File: src/rtl/audio_pkg.sv
// Shared types for the WM8731 transport controller: FSM states, speed direction,
// per-state start/owner decode and speed-code packing.
package audio_pkg;

  localparam int unsigned SPD_CODE_MAX_W = 5;

  typedef enum logic [2:0] {
    S_INIT   = 3'd0,
    S_IDLE   = 3'd1,
    S_PLAY   = 3'd2,
    S_RECORD = 3'd3,
    S_PAUSE  = 3'd4
  } state_e;

  typedef enum logic [1:0] {
    SPD_NORMAL = 2'd0,
    SPD_FAST   = 2'd1,
    SPD_SLOW   = 2'd2
  } speed_dir_e;

  typedef struct packed {
    logic i2c_start;
    logic rec_start;
    logic play_start;
    logic sram_sel;
  } ctrl_t;

  // Start levels and SRAM owner implied by a state.
  function automatic ctrl_t state_ctrl(input state_e s);
    ctrl_t c;
    c            = '0;
    c.i2c_start  = (s == S_INIT);
    c.rec_start  = (s == S_RECORD);
    c.play_start = (s == S_PLAY);
    c.sram_sel   = (s == S_PLAY) || (s == S_PAUSE);
    return c;
  endfunction

  // {slow, speed-1}; caller truncates to its own SPD_W+1.
  function automatic logic [SPD_CODE_MAX_W-1:0] speed_code(input speed_dir_e dir,
                                                          input logic [3:0] mag_m1,
                                                          input int unsigned spd_w);
    logic [SPD_CODE_MAX_W-1:0] slow_bit;
    slow_bit = (dir == SPD_SLOW) ? (SPD_CODE_MAX_W'(1) << spd_w) : '0;
    return slow_bit | SPD_CODE_MAX_W'(mag_m1);
  endfunction

endpackage

File: src/rtl/audio_speed_ctrl.sv
// Playback speed tracker: direction plus magnitude (1..MAX_SPEED), stepped by up/down
// pulses while enabled; warns when a step would pass the limit.
module audio_speed_ctrl
  import audio_pkg::*;
#(
  parameter  int unsigned MAX_SPEED = 8,
  localparam int unsigned SPD_W     = $clog2(MAX_SPEED)
) (
  input  logic             i_bclk,
  input  logic             i_rst,
  input  logic             i_en,
  input  logic             i_up,
  input  logic             i_down,
  output logic [SPD_W:0]   o_speed_code,
  output logic             o_speed_warn
);

  localparam logic [SPD_W-1:0] MAG_MAX = SPD_W'(MAX_SPEED - 1);
  localparam logic [SPD_W-1:0] MAG_ONE = SPD_W'(1);

  speed_dir_e       dir, dir_nxt;
  logic [SPD_W-1:0] mag, mag_nxt;
  logic             warn_nxt;

  // mag holds speed-1; up/down together cancel.
  always_comb begin
    dir_nxt  = dir;
    mag_nxt  = mag;
    warn_nxt = 1'b0;
    if (i_en && (i_up ^ i_down)) begin
      case (dir)
        SPD_NORMAL: begin
          dir_nxt = i_up ? SPD_FAST : SPD_SLOW;
          mag_nxt = MAG_ONE;
        end
        SPD_FAST: begin
          if (i_up) begin
            if (mag == MAG_MAX) warn_nxt = 1'b1;
            else                mag_nxt  = mag + MAG_ONE;
          end else if (mag == MAG_ONE) begin
            dir_nxt = SPD_NORMAL;
            mag_nxt = '0;
          end else begin
            mag_nxt = mag - MAG_ONE;
          end
        end
        SPD_SLOW: begin
          if (i_down) begin
            if (mag == MAG_MAX) warn_nxt = 1'b1;
            else                mag_nxt  = mag + MAG_ONE;
          end else if (mag == MAG_ONE) begin
            dir_nxt = SPD_NORMAL;
            mag_nxt = '0;
          end else begin
            mag_nxt = mag - MAG_ONE;
          end
        end
        default: begin
          dir_nxt = SPD_NORMAL;
          mag_nxt = '0;
        end
      endcase
    end
  end

  always_ff @(posedge i_bclk) begin
    if (i_rst) begin
      dir          <= SPD_NORMAL;
      mag          <= '0;
      o_speed_code <= '0;
      o_speed_warn <= 1'b0;
    end else begin
      dir          <= dir_nxt;
      mag          <= mag_nxt;
      o_speed_code <= (SPD_W + 1)'(speed_code(dir_nxt, 4'(mag_nxt), SPD_W));
      o_speed_warn <= warn_nxt;
    end
  end

endmodule

File: src/rtl/audio_transport_ctrl.sv
// Record/playback transport sequencer over NUM_SLOTS SRAM regions with per-slot lengths.
// Build option AUDIO_LOOP_PLAY_EN: play-done restarts the take instead of returning to IDLE.
module audio_transport_ctrl
  import audio_pkg::*;
#(
  parameter  int unsigned ADDR_W    = 20,
  parameter  int unsigned NUM_SLOTS = 4,
  parameter  int unsigned MAX_SPEED = 8,
  parameter  int unsigned PROG_W    = 5,
  localparam int unsigned SLOT_W    = (NUM_SLOTS > 1) ? $clog2(NUM_SLOTS) : 1,
  localparam int unsigned SPD_W     = $clog2(MAX_SPEED)
) (
  input  logic              i_bclk,
  input  logic              i_rst,
  input  logic              i_start,
  input  logic              i_stop,
  input  logic              i_up,
  input  logic              i_down,
  input  logic              i_mode,
  input  logic [SLOT_W-1:0] i_slot,
  input  logic              i_i2c_done,
  input  logic [ADDR_W-1:0] i_rec_addr,
  input  logic              i_rec_done,
  input  logic [ADDR_W-1:0] i_play_addr,
  input  logic              i_play_done,
  output logic              o_i2c_start,
  output logic              o_rec_start,
  output logic              o_play_start,
  output logic [ADDR_W-1:0] o_start_pos,
  output logic [ADDR_W-1:0] o_end_pos,
  output logic [SPD_W:0]    o_speed_code,
  output logic              o_sram_sel,
  output logic [2:0]        o_state,
  output logic [PROG_W-1:0] o_progress,
  output logic              o_speed_warn
);

  localparam int unsigned       SLOT_LOG  = $clog2(NUM_SLOTS);
  localparam int unsigned       OFF_W     = ADDR_W - SLOT_LOG;
  localparam int unsigned       PROG_SH   = OFF_W - PROG_W;
  localparam logic [ADDR_W-1:0] REGION_M1 = ADDR_W'((64'(1) << OFF_W) - 64'(1));

  function automatic logic [ADDR_W-1:0] slot_base(input logic [SLOT_W-1:0] s);
    return ADDR_W'(s) << OFF_W;
  endfunction

  // Top PROG_W bits of the slot-relative offset.
  function automatic logic [PROG_W-1:0] rel_prog(input logic [ADDR_W-1:0] addr,
                                                 input logic [ADDR_W-1:0] base_a);
    return PROG_W'((addr - base_a) >> PROG_SH);
  endfunction

  state_e            state;
  ctrl_t             ctrl;
  logic [SLOT_W-1:0] slot;
  logic [ADDR_W-1:0] pos;
  logic [ADDR_W-1:0] len [NUM_SLOTS];

  logic [ADDR_W-1:0] base;
  logic [ADDR_W-1:0] cur_len;
  logic              rec_full;
  logic              spd_en;

  assign base     = slot_base(slot);
  assign cur_len  = len[slot];
  assign rec_full = (i_rec_addr == (base + REGION_M1));
  assign spd_en   = (state == S_IDLE) || (state == S_PLAY) || (state == S_PAUSE);

  // Transport FSM; start/owner levels re-derive from state unless a transition overrides them.
  always_ff @(posedge i_bclk) begin
    if (i_rst) begin
      state      <= S_INIT;
      ctrl       <= state_ctrl(S_INIT);
      slot       <= '0;
      pos        <= '0;
      o_end_pos  <= '0;
      o_progress <= '0;
      for (int i = 0; i < int'(NUM_SLOTS); i++) len[i] <= '0;
    end else begin
      ctrl <= state_ctrl(state);
      case (state)
        S_INIT: begin
          if (i_i2c_done) begin
            state <= S_IDLE;
            ctrl  <= state_ctrl(S_IDLE);
          end
        end
        S_IDLE: begin
          if (i_start) begin
            slot       <= i_slot;
            pos        <= slot_base(i_slot);
            o_end_pos  <= slot_base(i_slot) + len[i_slot];
            o_progress <= '0;
            state      <= i_mode ? S_PLAY : S_RECORD;
            ctrl       <= state_ctrl(i_mode ? S_PLAY : S_RECORD);
          end
        end
        S_PLAY: begin
          if (cur_len == '0) begin
            state      <= S_IDLE;
            ctrl       <= state_ctrl(S_IDLE);
            pos        <= base;
            o_progress <= '0;
          end else if (i_play_done) begin
`ifdef AUDIO_LOOP_PLAY_EN
            pos              <= base;
            o_progress       <= '0;
            ctrl.play_start  <= 1'b0;
`else
            state      <= S_IDLE;
            ctrl       <= state_ctrl(S_IDLE);
            pos        <= base;
            o_progress <= '0;
`endif
          end else if (i_stop) begin
            state      <= S_IDLE;
            ctrl       <= state_ctrl(S_IDLE);
            pos        <= base;
            o_progress <= '0;
          end else if (i_start) begin
            state      <= S_PAUSE;
            ctrl       <= state_ctrl(S_PAUSE);
            pos        <= i_play_addr;
            o_progress <= rel_prog(i_play_addr, base);
          end else if (ctrl.play_start) begin
            // While start is low the Player is re-arming, so its address is stale.
            pos        <= i_play_addr;
            o_progress <= rel_prog(i_play_addr, base);
          end
        end
        S_PAUSE: begin
          if (i_stop) begin
            state      <= S_IDLE;
            ctrl       <= state_ctrl(S_IDLE);
            pos        <= base;
            o_progress <= '0;
          end else if (i_start) begin
            state <= S_PLAY;
            ctrl  <= state_ctrl(S_PLAY);
          end
        end
        S_RECORD: begin
          len[slot]  <= i_rec_addr - base;
          o_end_pos  <= i_rec_addr;
          o_progress <= rel_prog(i_rec_addr, base);
          if (i_rec_done || i_stop || rec_full) begin
            state      <= S_IDLE;
            ctrl       <= state_ctrl(S_IDLE);
            pos        <= base;
            o_progress <= '0;
          end
        end
        default: begin
          state <= S_IDLE;
          ctrl  <= state_ctrl(S_IDLE);
        end
      endcase
    end
  end

  audio_speed_ctrl #(
    .MAX_SPEED (MAX_SPEED)
  ) u_speed (
    .i_bclk       (i_bclk),
    .i_rst        (i_rst),
    .i_en         (spd_en),
    .i_up         (i_up),
    .i_down       (i_down),
    .o_speed_code (o_speed_code),
    .o_speed_warn (o_speed_warn)
  );

  assign o_i2c_start  = ctrl.i2c_start;
  assign o_rec_start  = ctrl.rec_start;
  assign o_play_start = ctrl.play_start;
  assign o_sram_sel   = ctrl.sram_sel;
  assign o_start_pos  = pos;
  assign o_state      = state;

endmodule

File: config.mk
export PLATFORM = sky130hd
export DESIGN_NAME = audio_transport_ctrl
export DESIGN_NICKNAME = d
export VERILOG_FILES = /design/src/rtl/audio_pkg.sv /design/src/rtl/audio_speed_ctrl.sv /design/src/rtl/audio_transport_ctrl.sv
export SDC_FILE = /design/constraint.sdc
export NUM_CORES = 1
export LEC_CHECK = 0
export BUFFER_PORTS_ARGS = -buffer_cell sky130_fd_sc_hd__buf_2
export CORE_ASPECT_RATIO = 1.2
export CORE_MARGIN = 2
export CORE_UTILIZATION = 35
export DETAILED_ROUTE_END_ITERATION = 10
export PLACE_DENSITY = 0.6
export SLEW_MARGIN = 20
export SYNTH_ARGS = -nofsm -noshare
export SYNTH_HDL_FRONTEND = slang
export SYNTH_HIERARCHICAL = 1
export SYNTH_SLANG_ARGS = --single-unit
File: constraint.sdc
create_clock -name i_bclk -period 4.8 [get_ports i_bclk]
set_input_delay 0.96 -clock i_bclk [delete_from_list [all_inputs] [get_ports i_bclk]]
set_output_delay 0.96 -clock i_bclk [all_outputs]
set_load 0.005 [all_outputs]
=== Word level (Yosys, flattened, before mapping) ===
Memory sizes are Yosys's and may differ from the RTL's. A register that Yosys moved wholly into a read port is not among the register bits.
Index checks and enable logic that the tools add are counted.

* Word-level logic and storage cells: 131
* Register bits: 64
* Memories kept: 1
* Output and inout port bits: 57
* RAM bits: 80
* Input port bits: 52

{| class="wikitable"
|+ Memory list
! memory !! depth !! bits a word !! read ports !! clocked after Yosys merged registers in !! write ports !! line !! source
|-
| len || 4 || 20 || 2 || 1 || 4 || audio_transport_ctrl.sv:57 || <nowiki>logic [ADDR_W-1:0] len [NUM_SLOTS];</nowiki>
|}

* Equal/unequal tests: 20
* $add $sub $neg: 6
* Multiplexer cells: 68
* Bitwise operators: 3
* Reductions and logical operators: 20

{| class="wikitable"
|+ Operator list
! kind !! count
|-
| 20-bit two-way mux || 10
|-
| 20-bit one-hot mux with 4 select lines || 1
|-
| 3-bit two-way mux || 15
|-
| 5-bit two-way mux || 8
|-
| 20-bit one-hot mux with 2 select lines || 1
|-
| 2-bit two-way mux || 14
|-
| 20-bit by 18-bit adder with 20-bit output (second input constant) || 1
|-
| 20-bit adder || 1
|-
| 20-bit equality test || 1
|-
| 20-bit zero test || 1
|-
| 4-bit one-hot mux with 5 select lines || 1
|-
| 5-bit one-hot mux with 4 select lines || 1
|-
| 20-bit OR reduction || 1
|-
| 20-bit subtractor || 1
|-
| 18-bit by 1-bit subtractor with 18-bit output (second input constant) || 1
|-
| 3-bit one-hot mux with 5 select lines || 1
|-
| 4-bit two-way mux || 3
|-
| 1-bit two-way mux || 10
|-
| 5-bit AND reduction || 2
|-
| 3-bit one-hot mux with 3 select lines || 1
|-
| 2-bit equality test (second input constant) || 4
|-
| 3-bit by 1-bit equality test with 1-bit output (second input constant) || 2
|-
| 3-bit by 2-bit equality test with 1-bit output (second input constant) || 2
|-
| 3-bit equality test (second input constant) || 2
|-
| 23 further kinds || 32
|}

=== Depth between registers and ports, before layout ===
* Word-level depth: 8
* Gate-level depth with buffers: 9
* Gate-level depth less buffers: 8

=== Cells and area by module ===
Netlist, hierarchy kept.

{| class="wikitable"
|+ Modules (own cells, without submodules)
! module !! times used !! sequential area each (sq um) !! cells each !! area an instance (sq um)
|-
| audio_transport_ctrl || 1 || 3523.4 || 556 || 6446.2
|-
| audio_speed_ctrl || 1 || 140.1 || 73 || 610.6
|}

=== Worst setup path after synthesis ===
No wires, ideal clock.

* Path kind: input to register
* From: input port i_slot[0]
* To: register o_end_pos[19]
* Setup time: 0.070 ns
* Buffers on the path: 2
* Stages on the path: 7
* Path slack: 2.014 ns
* Data required time: 4.730 ns
* Arrival: 2.716 ns
* Cells stage by stage: clkbuf_1 -> buf_1 -> mux4_2 -> ha_1 -> xnor2_1 -> nand2_1 -> a21oi_1

* Cells in the longest elaborated chain, start to end: 4

{| class="wikitable"
|+ RTL lines
! what !! line !! source
|-
| start, declared || audio_transport_ctrl.sv:20 || <nowiki>input logic [SLOT_W-1:0] i_slot,</nowiki>
|-
| memory 4 x 20 bit || n/a ||
|-
| 20-bit adder * || audio_transport_ctrl.sv:92 || <nowiki>o_end_pos <= slot_base(i_slot) + len[i_slot];</nowiki>
|-
| 20-bit two-way mux * || audio_transport_ctrl.sv:89 || <nowiki>if (i_start) begin</nowiki>
|-
| 20-bit one-hot mux with 2 select lines * || audio_transport_ctrl.sv:81 || <nowiki>case (state)</nowiki>
|-
| end signal, assigned || audio_transport_ctrl.sv:92 ||
|-
| end signal, assigned || audio_transport_ctrl.sv:144 || <nowiki>o_end_pos <= i_rec_addr;</nowiki>
|-
| end, declared || audio_transport_ctrl.sv:30 || <nowiki>output logic [ADDR_W-1:0] o_end_pos,</nowiki>
|}

Every way passes the cells marked *; elsewhere a longest branch is shown, timed or not. The select of a mux whose other input is x is not followed.
A chain may end at the register's enable or synchronous reset.

==> qor.yml <==
yosys:
  synthCells: 629
  async_reset_ff_share_pct: 0
  ys_ff_latch: 143
  yosysWarnings: 6
  ys_seq_area_share_pct: 51.9
  synth_area_leaders: "edfxtp_1 (34%), dfxtp_1 (18%), and2_1 (6.6%), mux4_2 (6.1%), mux2i_1 (3.1%)"
  syn_area_per_cell_um2: 11.2
  syn_area_mm2: 0.00706
  yosysTopAreaCell: "edfxtp_1"
  post_synth_num_cell_types: 60
  synth_common_cells: "edfxtp_1 (80), and2_1 (75), dfxtp_1 (63)"
  synth_top_area_share_pct: 34.0
  post-synth-top-count-cell: "edfxtp_1"
  synth_ff_type: "edfxtp_1"
  synth-edff-count: 80
  syn_nets: 690
drt:
  firstDrtPassIters: 5
  final_antenna_net_count: 0
  wl_mm: 20.3
  drc: 0
  wl_per_cell_um: 20.3
  drt-initial-drc-count: 450
  via_count: 5434
  vias_per_cell: 5.43
worst_setup_path:
  start_kind: "flop"
  crit_type: "reg2reg"
  regToRegSetupSlack_ns: 1.81
  arrival_ns: 3.05
  end_kind: "flop"
  crit_fanout: 20
  cp.required_ns: 4.86
timing:
  finClkSkew_ns: 0.00713
  max_freq_mhz: 334
  slew_viol_final: 0
  tns_ns: 0
  hold_violations: 0
  setup_viol: 0
  maxSlewHeadroom_pct: 37.2
  period_share_pct: 62.4
  tightest_slew_ns: 0.941
  min_period_ns: 2.99
  rsz0062_at_grt: "no"
power:
  p_leak_nw: 3.22
  p_per_area_mw_per_mm2: 403
  ir_drop_uv: 224
final_layout:
  drive_above_1_share_pct: 25.6
  nNetsFinal: 787
  area_delta_synth_final_pct: 19.5
  fin_util_pct: 42.8
  num_antenna_cells: 0
cts:
  post_cts_buffers: 0
  clockBufferDepth: 2
  clkTransAtPathRegs_ns: 0.06
  clock-sinks: 143
  cts-root-buf: "clkbuf_16"
  cts_resized: 0
  insertion_delay_ns: 0.43
  cts_tree: "done"
  htreeDepth: 4
  hold_buffers: 0
  cts_buffers: 17
flow_run:
  maxCapViolCount: 0
floorplanning:
  coreArea_mm2: 0.0197
  die_w_um: 134
  ios: 109
  row_count: 56
  die_h_um: 160
  start_util_pct: 35.8
  die-area_mm2: 0.0213
status:
  status: "complete, no violations"
grt:
  grt_pass1_vias: 5605
  overflow: 0
  grt_pass1_wl_mm: 31.9
  grt_max_degree: 85
  antenna_found_initial: 0
  track_usage_pct: 19.4
worst_hold_path:
  min_path_type: "reg2reg"
placed_design:
  numPortBuffers: 108
  dp_hpwl_mm: 13.9
  routabilityCongestion: 0.827
[cell families after synthesis]
group,after synthesis,synth area share [%]
AO/OA/AOI/OAI,93,9.59
buffers and inverters,55,3.55
adder cells (fa/ha/maj),9,1.60
flip-flops,143,51.9
XOR/XNOR,5,0.621
AND/OR/NAND/NOR,280,23.1
multiplexers,44,9.66
[flip-flops by register name, summed over array words and instances, names as in the netlist, named ones only]
signal and cells:
len 80, o_end_pos 20, o_i2c_start 1, o_play_start 1, o_progress 5, o_rec_start 1, o_sram_sel 1, o_start_pos 20
o_state 3, slot 2, u_speed/dir 2, u_speed/o_speed_code 4, u_speed/o_speed_warn 1
[critical path, cell delays in order, from the launching register on]
cell      delay [ns]
dfxtp_1         0.57
and2b_1         0.27
and2_1          0.65
nand2b_1        0.31
nor3b_1         0.30
or2_2           0.52
[worst paths after layout]
path,startpoint,end,cells past startpoint
min,o_start_pos[14]$_SDFFE_PP0P_,o_start_pos[14]$_SDFFE_PP0P_,2
max reg2reg,o_state[0]$_SDFFE_PP0P_,len[2][7]$_SDFFCE_PN0P_,5
min reg2reg,o_start_pos[14]$_SDFFE_PP0P_,o_start_pos[14]$_SDFFE_PP0P_,2
max,o_state[0]$_SDFFE_PP0P_,len[2][7]$_SDFFCE_PN0P_,5
[layout by cell type, fill, tap and decap left out, types with 8 or more instances in the layout]
cell,count
a21oi_1,31
a22oi_1,13
and2_1,75
buf_2,108
buf_4,12
clkbuf_16,20
dfxtp_1,63
edfxtp_1,80
ha_1,9
inv_1,13
mux2i_1,22
mux4_2,19
nand2_1,31
nand2b_1,32
nand4_1,9
nand4b_1,19
nor2_1,45
nor2b_1,8
nor3_1,10
nor4_1,21
[metal layers]
metal / track usage [%] / part of all wire (%)
met4: 6.53 / 2.1
met2: 33.7 / 50
met1: 23.5 / 42
met3: 4.84 / 5.2
met5: 0 / 0
[area by class of cell]
type / count / area [um2]
Sequential cell: 143 / 3660
Clock inverter: 10 / 67.6
Clock buffer: 22 / 528
Tap cell: 261 / 327
Multi-Input combinational cell: 431 / 3170
Timing Repair Buffer: 120 / 631
Fill cell: 1876 / 11300
Inverter: 13 / 48.8
[power by group]
group          internal (mW)  switching (mW)  total [mW]
clock                  0.783           0.538        1.32
combinational          0.256           0.364       0.620
sequential              1.38          0.0770        1.45
total                   2.42           0.979        3.39
[through the flow]
step | std cells | power (mW) | hold WS [ns] | setup WS (ns) | area, um2
after floorplan | 629 | 1.88 | 0.462 | 2.01 | 7060
after global placement | 968 | 2.07 | 0.457 | 1.68 | 7840
after detailed placement | 968 | 2.10 | 0.462 | 1.59 | 7840
after CTS | 1000 | 3.42 | 0.480 | 1.81 | 8430
after global routing | 1000 | 3.55 | 0.502 | 1.60 | 8430
final | 1000 | 3.39 | 0.473 | 1.81 | 8430
Power figures use the tool's default switching activity.
